--- src/rtl/uart_pkg.sv ---
// uart_pkg: FSM state type and line-level bit constants shared by the UART transmitter.
// UART_TX_PARITY_EN adds the PARITY state to the enum.
package uart_pkg;
  typedef enum logic [2:0] {
    IDLE,
    START,
    DATA,
`ifdef UART_TX_PARITY_EN
    PARITY,
`endif
    STOP
  } state_t;
  localparam logic START_BIT = 1'b0;
  localparam logic STOP_BIT  = 1'b1;
  localparam logic IDLE_LINE = 1'b1;
endpackage

--- src/rtl/uart_baud_gen.sv ---
// uart_baud_gen: counts CLKS_PER_BIT cycles while enabled; bit_tick marks the last cycle of a bit,
// pre_tick the cycle before it so the parent can register outputs that land on that last cycle.
module uart_baud_gen #(
  parameter int CLKS_PER_BIT = 16
) (
  input  logic clk,
  input  logic reset,
  input  logic en,
  output logic bit_tick,
  output logic pre_tick
);
  localparam int W = $clog2(CLKS_PER_BIT);
  localparam logic [W-1:0] LAST = W'(CLKS_PER_BIT - 1);
  localparam logic [W-1:0] PRE = W'(CLKS_PER_BIT - 2);
  logic [W-1:0] cnt;
  assign bit_tick = cnt == LAST;
  assign pre_tick = cnt == PRE;
  always_ff @(posedge clk)
    cnt <= (!reset || !en || bit_tick) ? '0 : cnt + 1'b1;
endmodule

--- src/rtl/uart_tx.sv ---
// uart_tx: 8N1-style serial transmitter with registered tx/tx_n, busy and done pulse.
// Defining UART_TX_PARITY_EN inserts an even parity bit before the stop bit.
module uart_tx
  import uart_pkg::*;
#(
  parameter int CLKS_PER_BIT = 16,
  parameter int DATA_BITS = 8
) (
  input  logic                 clk,
  input  logic                 reset,
  input  logic [DATA_BITS-1:0] in_data,
  input  logic                 in_valid,
  output logic                 in_ready,
  output logic                 tx,
  output logic                 tx_n,
  output logic                 busy,
  output logic                 done
);
  localparam int IW = $clog2(DATA_BITS);
  localparam logic [IW-1:0] LAST_IDX = IW'(DATA_BITS - 1);
  state_t state;
  logic [IW-1:0] idx;
  logic [DATA_BITS-1:0] sh;
  logic bit_tick;
  logic pre_tick;
`ifdef UART_TX_PARITY_EN
  logic par;
`endif
  uart_baud_gen #(.CLKS_PER_BIT(CLKS_PER_BIT)) u_baud (
    .clk(clk),
    .reset(reset),
    .en(busy),
    .bit_tick(bit_tick),
    .pre_tick(pre_tick)
  );
  // tx_n is written alongside tx in every branch so it stays a registered complement
  always_ff @(posedge clk) begin
    if (!reset) begin
      state <= IDLE;
      tx <= IDLE_LINE;
      tx_n <= ~IDLE_LINE;
      busy <= 1'b0;
      done <= 1'b0;
      in_ready <= 1'b0;
      idx <= '0;
      sh <= '0;
`ifdef UART_TX_PARITY_EN
      par <= 1'b0;
`endif
    end else begin
      case (state)
        IDLE: begin
          if (in_valid && in_ready) begin
            state <= START;
            sh <= in_data;
            tx <= START_BIT;
            tx_n <= ~START_BIT;
            busy <= 1'b1;
            in_ready <= 1'b0;
`ifdef UART_TX_PARITY_EN
            par <= ^in_data;
`endif
          end else begin
            in_ready <= 1'b1;
          end
        end
        START: begin
          if (bit_tick) begin
            state <= DATA;
            tx <= sh[0];
            tx_n <= ~sh[0];
          end
        end
        DATA: begin
          if (bit_tick) begin
            if (idx == LAST_IDX) begin
              idx <= '0;
`ifdef UART_TX_PARITY_EN
              state <= PARITY;
              tx <= par;
              tx_n <= ~par;
`else
              state <= STOP;
              tx <= STOP_BIT;
              tx_n <= ~STOP_BIT;
`endif
            end else begin
              idx <= idx + 1'b1;
              sh <= sh >> 1;
              tx <= sh[1];
              tx_n <= ~sh[1];
            end
          end
        end
`ifdef UART_TX_PARITY_EN
        PARITY: begin
          if (bit_tick) begin
            state <= STOP;
            tx <= STOP_BIT;
            tx_n <= ~STOP_BIT;
          end
        end
`endif
        STOP: begin
          done <= pre_tick;
          if (bit_tick) begin
            state <= IDLE;
            busy <= 1'b0;
            in_ready <= 1'b1;
            tx <= IDLE_LINE;
            tx_n <= ~IDLE_LINE;
          end
        end
        default: state <= IDLE;
      endcase
    end
  end
endmodule

--- config.mk ---
export PLATFORM = sky130hd
export DESIGN_NAME = uart_tx
export DESIGN_NICKNAME = d
export VERILOG_FILES = /design/src/rtl/uart_pkg.sv /design/src/rtl/uart_baud_gen.sv /design/src/rtl/uart_tx.sv
export SDC_FILE = /design/constraint.sdc
export NUM_CORES = 1
export LEC_CHECK = 0
export CAP_MARGIN = 20
export CORE_ASPECT_RATIO = 1.75
export CORE_MARGIN = 2
export CORE_UTILIZATION = 48
export CTS_CLUSTER_DIAMETER = 100
export DETAILED_ROUTE_END_ITERATION = 7
export HOLD_SLACK_MARGIN = 0.02
export PLACE_DENSITY = 0.76
export SLEW_MARGIN = 5
export SYNTH_ARGS = -nofsm -noshare
export SYNTH_HDL_FRONTEND = slang
export SYNTH_SLANG_ARGS = --single-unit
--- constraint.sdc ---
create_clock -name clk -period 1.48 [get_ports clk]
set_input_delay 0.296 -clock clk [delete_from_list [all_inputs] [get_ports clk]]
set_output_delay 0.296 -clock clk [all_outputs]
set_load 0.02 [all_outputs]
# Word-level counts from Yosys, hierarchy flattened
# Index checks and enable logic that the tools add are counted.
[totals] out_inout_bits=5 register_bits=23 elab_cells=66 inputBits=11
[op_classes] reduce_logical=15 n_addsub=2 bitwise=2 mux=26 eq_ne=12
[ops] op="two-way mux 8 bit" n=3
[ops] op="two-way mux 3 bit" n=6
[ops] op="one-hot mux 8 bit (2 select lines)" n=1
[ops] op="one-hot mux 3 bit (4 select lines)" n=1
[ops] op="two-way mux 1 bit" n=11
[ops] op="AND reduction 5 bit" n=2
[ops] op="== test 4 bit, second input constant" n=2
[ops] op="one-hot mux 1 bit (4 select lines)" n=2
[ops] op="== test 3 x 2 -> 1 bit, second input constant" n=2
[ops] op="!= test 2 x 1 -> 1 bit, second input constant" n=3
[ops] op="!= test 2 bit, second input constant" n=3
[ops] op="adder 4 x 1 -> 4 bit, second input constant" n=1
[ops] op="one-hot mux 1 bit (2 select lines)" n=2
[ops] op="AND reduction 2 bit" n=2
[ops] op="AND reduction 4 bit" n=1
[ops] op="nonzero test 2 bit" n=2
[ops] op="nonzero test 4 bit" n=1
[ops] op="adder 3 x 1 -> 3 bit, second input constant" n=1
[ops] op="== test 3 x 1 -> 1 bit, second input constant" n=1
[ops] op="== test 3 bit, second input constant" n=1
[ops] op="zero test 3 bit" n=1
[ops] op="AND reduction 3 bit" n=1
[ops] op="zero test 1 bit" n=2
[ops] op="logical OR 1 bit" n=2
[ops] op="other kinds (2)" n=3

# Longest topological paths before layout
[depth] word_depth=4 depth_mapped=7 ltp_nobuf=6

# By module
# Synthesis repeated with hierarchy kept, for this count alone.
[hier_totals] hier_cells=124 hier_area_um2=1188.6
[modules_own_cells] mod="uart_tx" cells_per_inst=107 area_each_um2=998.5 instances=1 seq_area_each_um2=360.3
[modules_own_cells] mod="uart_baud_gen" cells_per_inst=17 area_each_um2=190.2 instances=1 seq_area_each_um2=80.1

# Worst setup path before layout
# No wires, ideal clock.
[synth_timing] path_type="reg2reg" start="register state[0]" end="register tx" path_buffers=0 period_less_slack_ns=1.631 arrival_ns=1.501 required_time_ns=1.350 stages_incl_launch_ff=7 setup_time_ns=0.130 setup_slack_ns=-0.151 cell_sequence="dfxtp_1 > inv_1 > ha_1 > or3_4 > a21oi_2 > mux2i_1 > nand2_1"
[synth_between] elab_chain_cells=3 elab_cells_between_ends=11 classes_between="eq/ne (7); mux (1); reduce/logical (3)"
[synth_lines] item="start, declared" line="uart_tx.sv:21" source="state_t state;"
[synth_lines] item="start signal, assigned" line="uart_tx.sv:39" source="state <= IDLE;"
[synth_lines] item="start signal, assigned" line="uart_tx.sv:54" source="state <= START;"
[synth_lines] item="start signal, assigned" line="uart_tx.sv:69" source="state <= DATA;"
[synth_lines] item="== test 3 x 1 -> 1 bit (tied with other cells)" line="uart_tx.sv:51" source="case (state)"
[synth_lines] item="!= test 2 x 1 -> 1 bit (no source line) (tied with other cells)"
[synth_lines] item="AND reduction 5 bit (no source line)"
[synth_lines] item="end signal, assigned" line="uart_tx.sv:70" source="tx <= sh[0];"
[synth_lines] item="end signal, assigned" line="uart_tx.sv:90" source="tx <= sh[1];"
[synth_lines] item="end, declared" line="uart_tx.sv:14" source="output logic tx,"
# Parallel ways exist; a longest one is shown, timed or not.
# A chain may end at the register's enable or synchronous reset.

# Worst setup path after layout
[layout_timing] start="register state[1]" end="register state[0]"
[layout_between] elab_chain_cells=3 elab_cells_between_ends=11 classes_between="eq/ne (8); mux (1); reduce/logical (2)"
[layout_lines] item="== test 3 x 2 -> 1 bit (tied with other cells)" line="uart_tx.sv:51"
[layout_lines] item="!= test 2 bit (no source line) / != test 2 x 1 -> 1 bit (equally long branches)"
[layout_lines] item="AND reduction 5 bit (no source line)"
# Parallel ways exist; a longest one is shown, timed or not.

==> impl_metrics.yaml <==
synth:
  synth.cells.most_frequent: "dfxtp_1 (22), nand2_1 (18), mux2i_1 (10), ha_1 (9)"
  yosys.cell_types.count: 35
  synth_area_leader_cell: "dfxtp_1"
  synthFlopType: "dfxtp_1"
  synth_edf_count: 0
  netlist_area_um2: 1180
  synth_most_common_cell: "dfxtp_1"
  synth_area_per_cell_um2: 9.37
  synth_seq_cells: 22
  yosysWarningCount: 0
  yosysTopAreaCellShare_pct: 37.3
  ys_top_cells_by_area: "dfxtp_1 (37%), ha_1 (9.5%), mux2i_1 (8.5%)"
  netlist_instances: 126
  syn-num-nets: 146
  async_reset_ff_share_pct: 0
  yosysSeqAreaShare_pct: 37.3
worst_setup_path:
  cp-endpoint: "state[0]"
  max_stage_delay_ps: 400
  crit_path_end_kind: "flop"
  cp_slowest_cell: "dfxtp_4"
  critPathMaxFanout: 4
  rrSetupSlack_ps: -90
  path_cells: "inv_4, ha_4, or3_4, a31oi_4, mux2i_1, nor2b_1"
  setup.worst_path.class: "flop to flop"
  cp-start-kind: "flop"
  critPathRequiredTime_ps: 1650
  worstSetupStartpoint: "state[1]"
  rr_worst_depth: 6
  reg2reg_to: "state[0]"
  cp_data_arrival_time_ps: 1750
  r2r-start: "state[1]"
grt:
  grt_pass1_wl_um: 4550
  grt_max_degree: 19
  track_usage_pct: 20.2
  antenna_found_initial: 0
  grt-ovfl-total: 0
  first_global_vias: 1069
floorplanning:
  pin_count: 16
  start_util_pct: 51.3
  coreArea_um2: 2300
  dieArea_um2: 2890
  rows: 23
  dieWidth_um: 41.5
  die_y_um: 69.6
layout:
  nFillCells: 185
  stdcell_count: 187
  final_nets: 183
  syn2layout_area_growth_pct: 37.7
  fin_util_pct: 70.7
  insertedDiodeCount: 0
  layout-drive-gt1-share_pct: 29.6
sta:
  finalClockSkew_ps: 5.99
  layout_setup_ws_ps: -94.7
  hold_ws_ps: 460
  fmax_mhz: 635
  relSlewSlack_pct: 84.6
  hold_violations: 0
  rsz0062_at_grt: "true"
  period_needed_ps: 1570
  period_share_pct: 106
  maxSlewViolCount: 0
  tightest_slew_ps: 227
  setup_viol: 5
pwr:
  switching_share_pct: 35.8
  clock_power_share_pct: 16.2
  combPwrFrac_pct: 51.0
  p_seq_share_pct: 32.8
  vdd_drop_max_mv: 1.26
  power.density_nw_per_um2: 1710
  p_int_uw: 1790
  switchingPower_uw: 996
  p_leak_uw: 0.000734
routing:
  drcViolationCount: 0
  first_pass_iters: 4
  drtAntennaViolNets: 0
  drtIter0Drc: 28
  viasPerCell: 5.38
  vias: 1006
  wirelength_um: 2610
  wl_per_cell_um: 14.0
placed_design:
  dp_hpwl_um: 1980
  portBuffers: 15
  gp_congestion: 0.760
  dp.cells: 181
clocking:
  cts_tree: "done"
  clock-sinks: 22
  clock_path_buffers: 2
  cts-root-buf: "clkbuf_8"
  ctsHoldBuffers: 0
  cts.clk_slew.worst_paths_ps: 80
  htreeDepth: 1
  cts_inserted_buffers: 3
  clk_latency_ps: 270
min_path:
  min_path_cells: 2
  min_path_type: "flop to flop"
outcome:
  run_status: "finished, violations left"
  failed_checks: "negative setup slack"
flow_run:
  cap_viol_max_count: 0
power groups by stage:
stage               registers [uW]  clock network, uW  logic [uW]
finish                         913                451        1420
global route                   936                473        1530
CTS                            909                445        1420
detailed placement             902                  0        1360
global placement               889                  0        1330
floorplan                      929                  0         828
through the flow:
| step | instance area [um2] | setup slack [ps] | power [uW] | setup TNS, ps |
|---|---|---|---|---|
| after CTS | 1620 | -118 | 2770 | -472 |
| after global placement | 1530 | -126 | 2220 | -499 |
| after detailed placement | 1530 | -159 | 2270 | -625 |
| after floorplan | 1210 | 0.615 | 1760 | 0 |
| after global routing | 1630 | -144 | 2940 | -686 |
| final | 1630 | -94.7 | 2780 | -233 |
layout by cell type, fill, tap and decap left out, types with 2 or more instances in the layout:
master / Yosys / layout
dfxtp_1: 22 / 20
clkdlybuf4s50_1: 0 / 10
mux2i_1: 10 / 10
dfxtp_4: 0 / 2
ha_4: 0 / 2
nand3_1: 5 / 5
a21oi_1: 7 / 7
mux2_2: 7 / 7
nand4_1: 2 / 2
nor3_1: 2 / 2
nor2b_1: 4 / 4
buf_4: 0 / 22
inv_4: 0 / 2
nand2b_1: 2 / 2
xor2_1: 2 / 2
nand2_1: 18 / 18
ha_2: 0 / 2
inv_1: 7 / 5
clkbuf_8: 0 / 4
ha_1: 9 / 5
dlygate4sd2_1: 0 / 5
o21ai_0: 3 / 3
nor2_1: 3 / 3
logic make-up after synthesis:
kind of cell	synth area share, %
buffers and inverters	4.98
flip-flops	37.3
XOR/XNOR	1.48
AO/OA/AOI/OAI	12.6
adder cells (fa/ha/maj)	9.53
AND/OR/NAND/NOR	19.0
multiplexers	15.1
area by class of cell:
class | instances | area, um2 | share of cell area, %
Inverter | 7 | 31.3 | 1.92
Multi-Input combinational cell | 91 | 732 | 45.0
Tap cell | 25 | 31.3 | 1.92
Timing Repair Buffer | 38 | 329 | 20.2
Clock buffer | 4 | 55.1 | 3.38
Sequential cell | 22 | 448 | 27.5
state kept, by name, indices dropped and copies added (netlist names):
signal	flops
busy	1
done	1
idx	3
in_ready	1
sh	8
state	2
tx	1
tx_n	1
u_baud.cnt	4
critical path, delay by kind of cell (launching register included):
family	cells	cell delay, ps
DFF	1	400
adders and majority gates	1	150
muxes	1	220
and+or+nand+nor	2	470
AOI/OAI and AO/OA	1	190
buffers and inverters	1	50
repair_timing:
action                                  4_1_cts  5_1_grt
endpoints found under the setup margin       10       14
buffers inserted                              2        0
gates resized for setup                      12        3
pin swaps                                     4        2
layer usage:
metal	routed length [um]	up-vias	track usage, %
met5	0	-	0
met4	104	0	15.1
met3	78	9	3.65
met2	1420	19	35.9
met1	1010	466	19.8
li1	-	512	-
worst min-delay path by stage:
stage | startpoint | end | slack [ps]
floorplan | u_baud.cnt[0] | u_baud.cnt[0] | 430
global placement | sh[2] | sh[2] | 440
detailed placement | sh[4] | sh[4] | 450
CTS | sh[4] | sh[4] | 460
global route | sh[4] | sh[4] | 490
finish | sh[4] | sh[4] | 460
No activity file was read; power rests on OpenSTA's default activity.
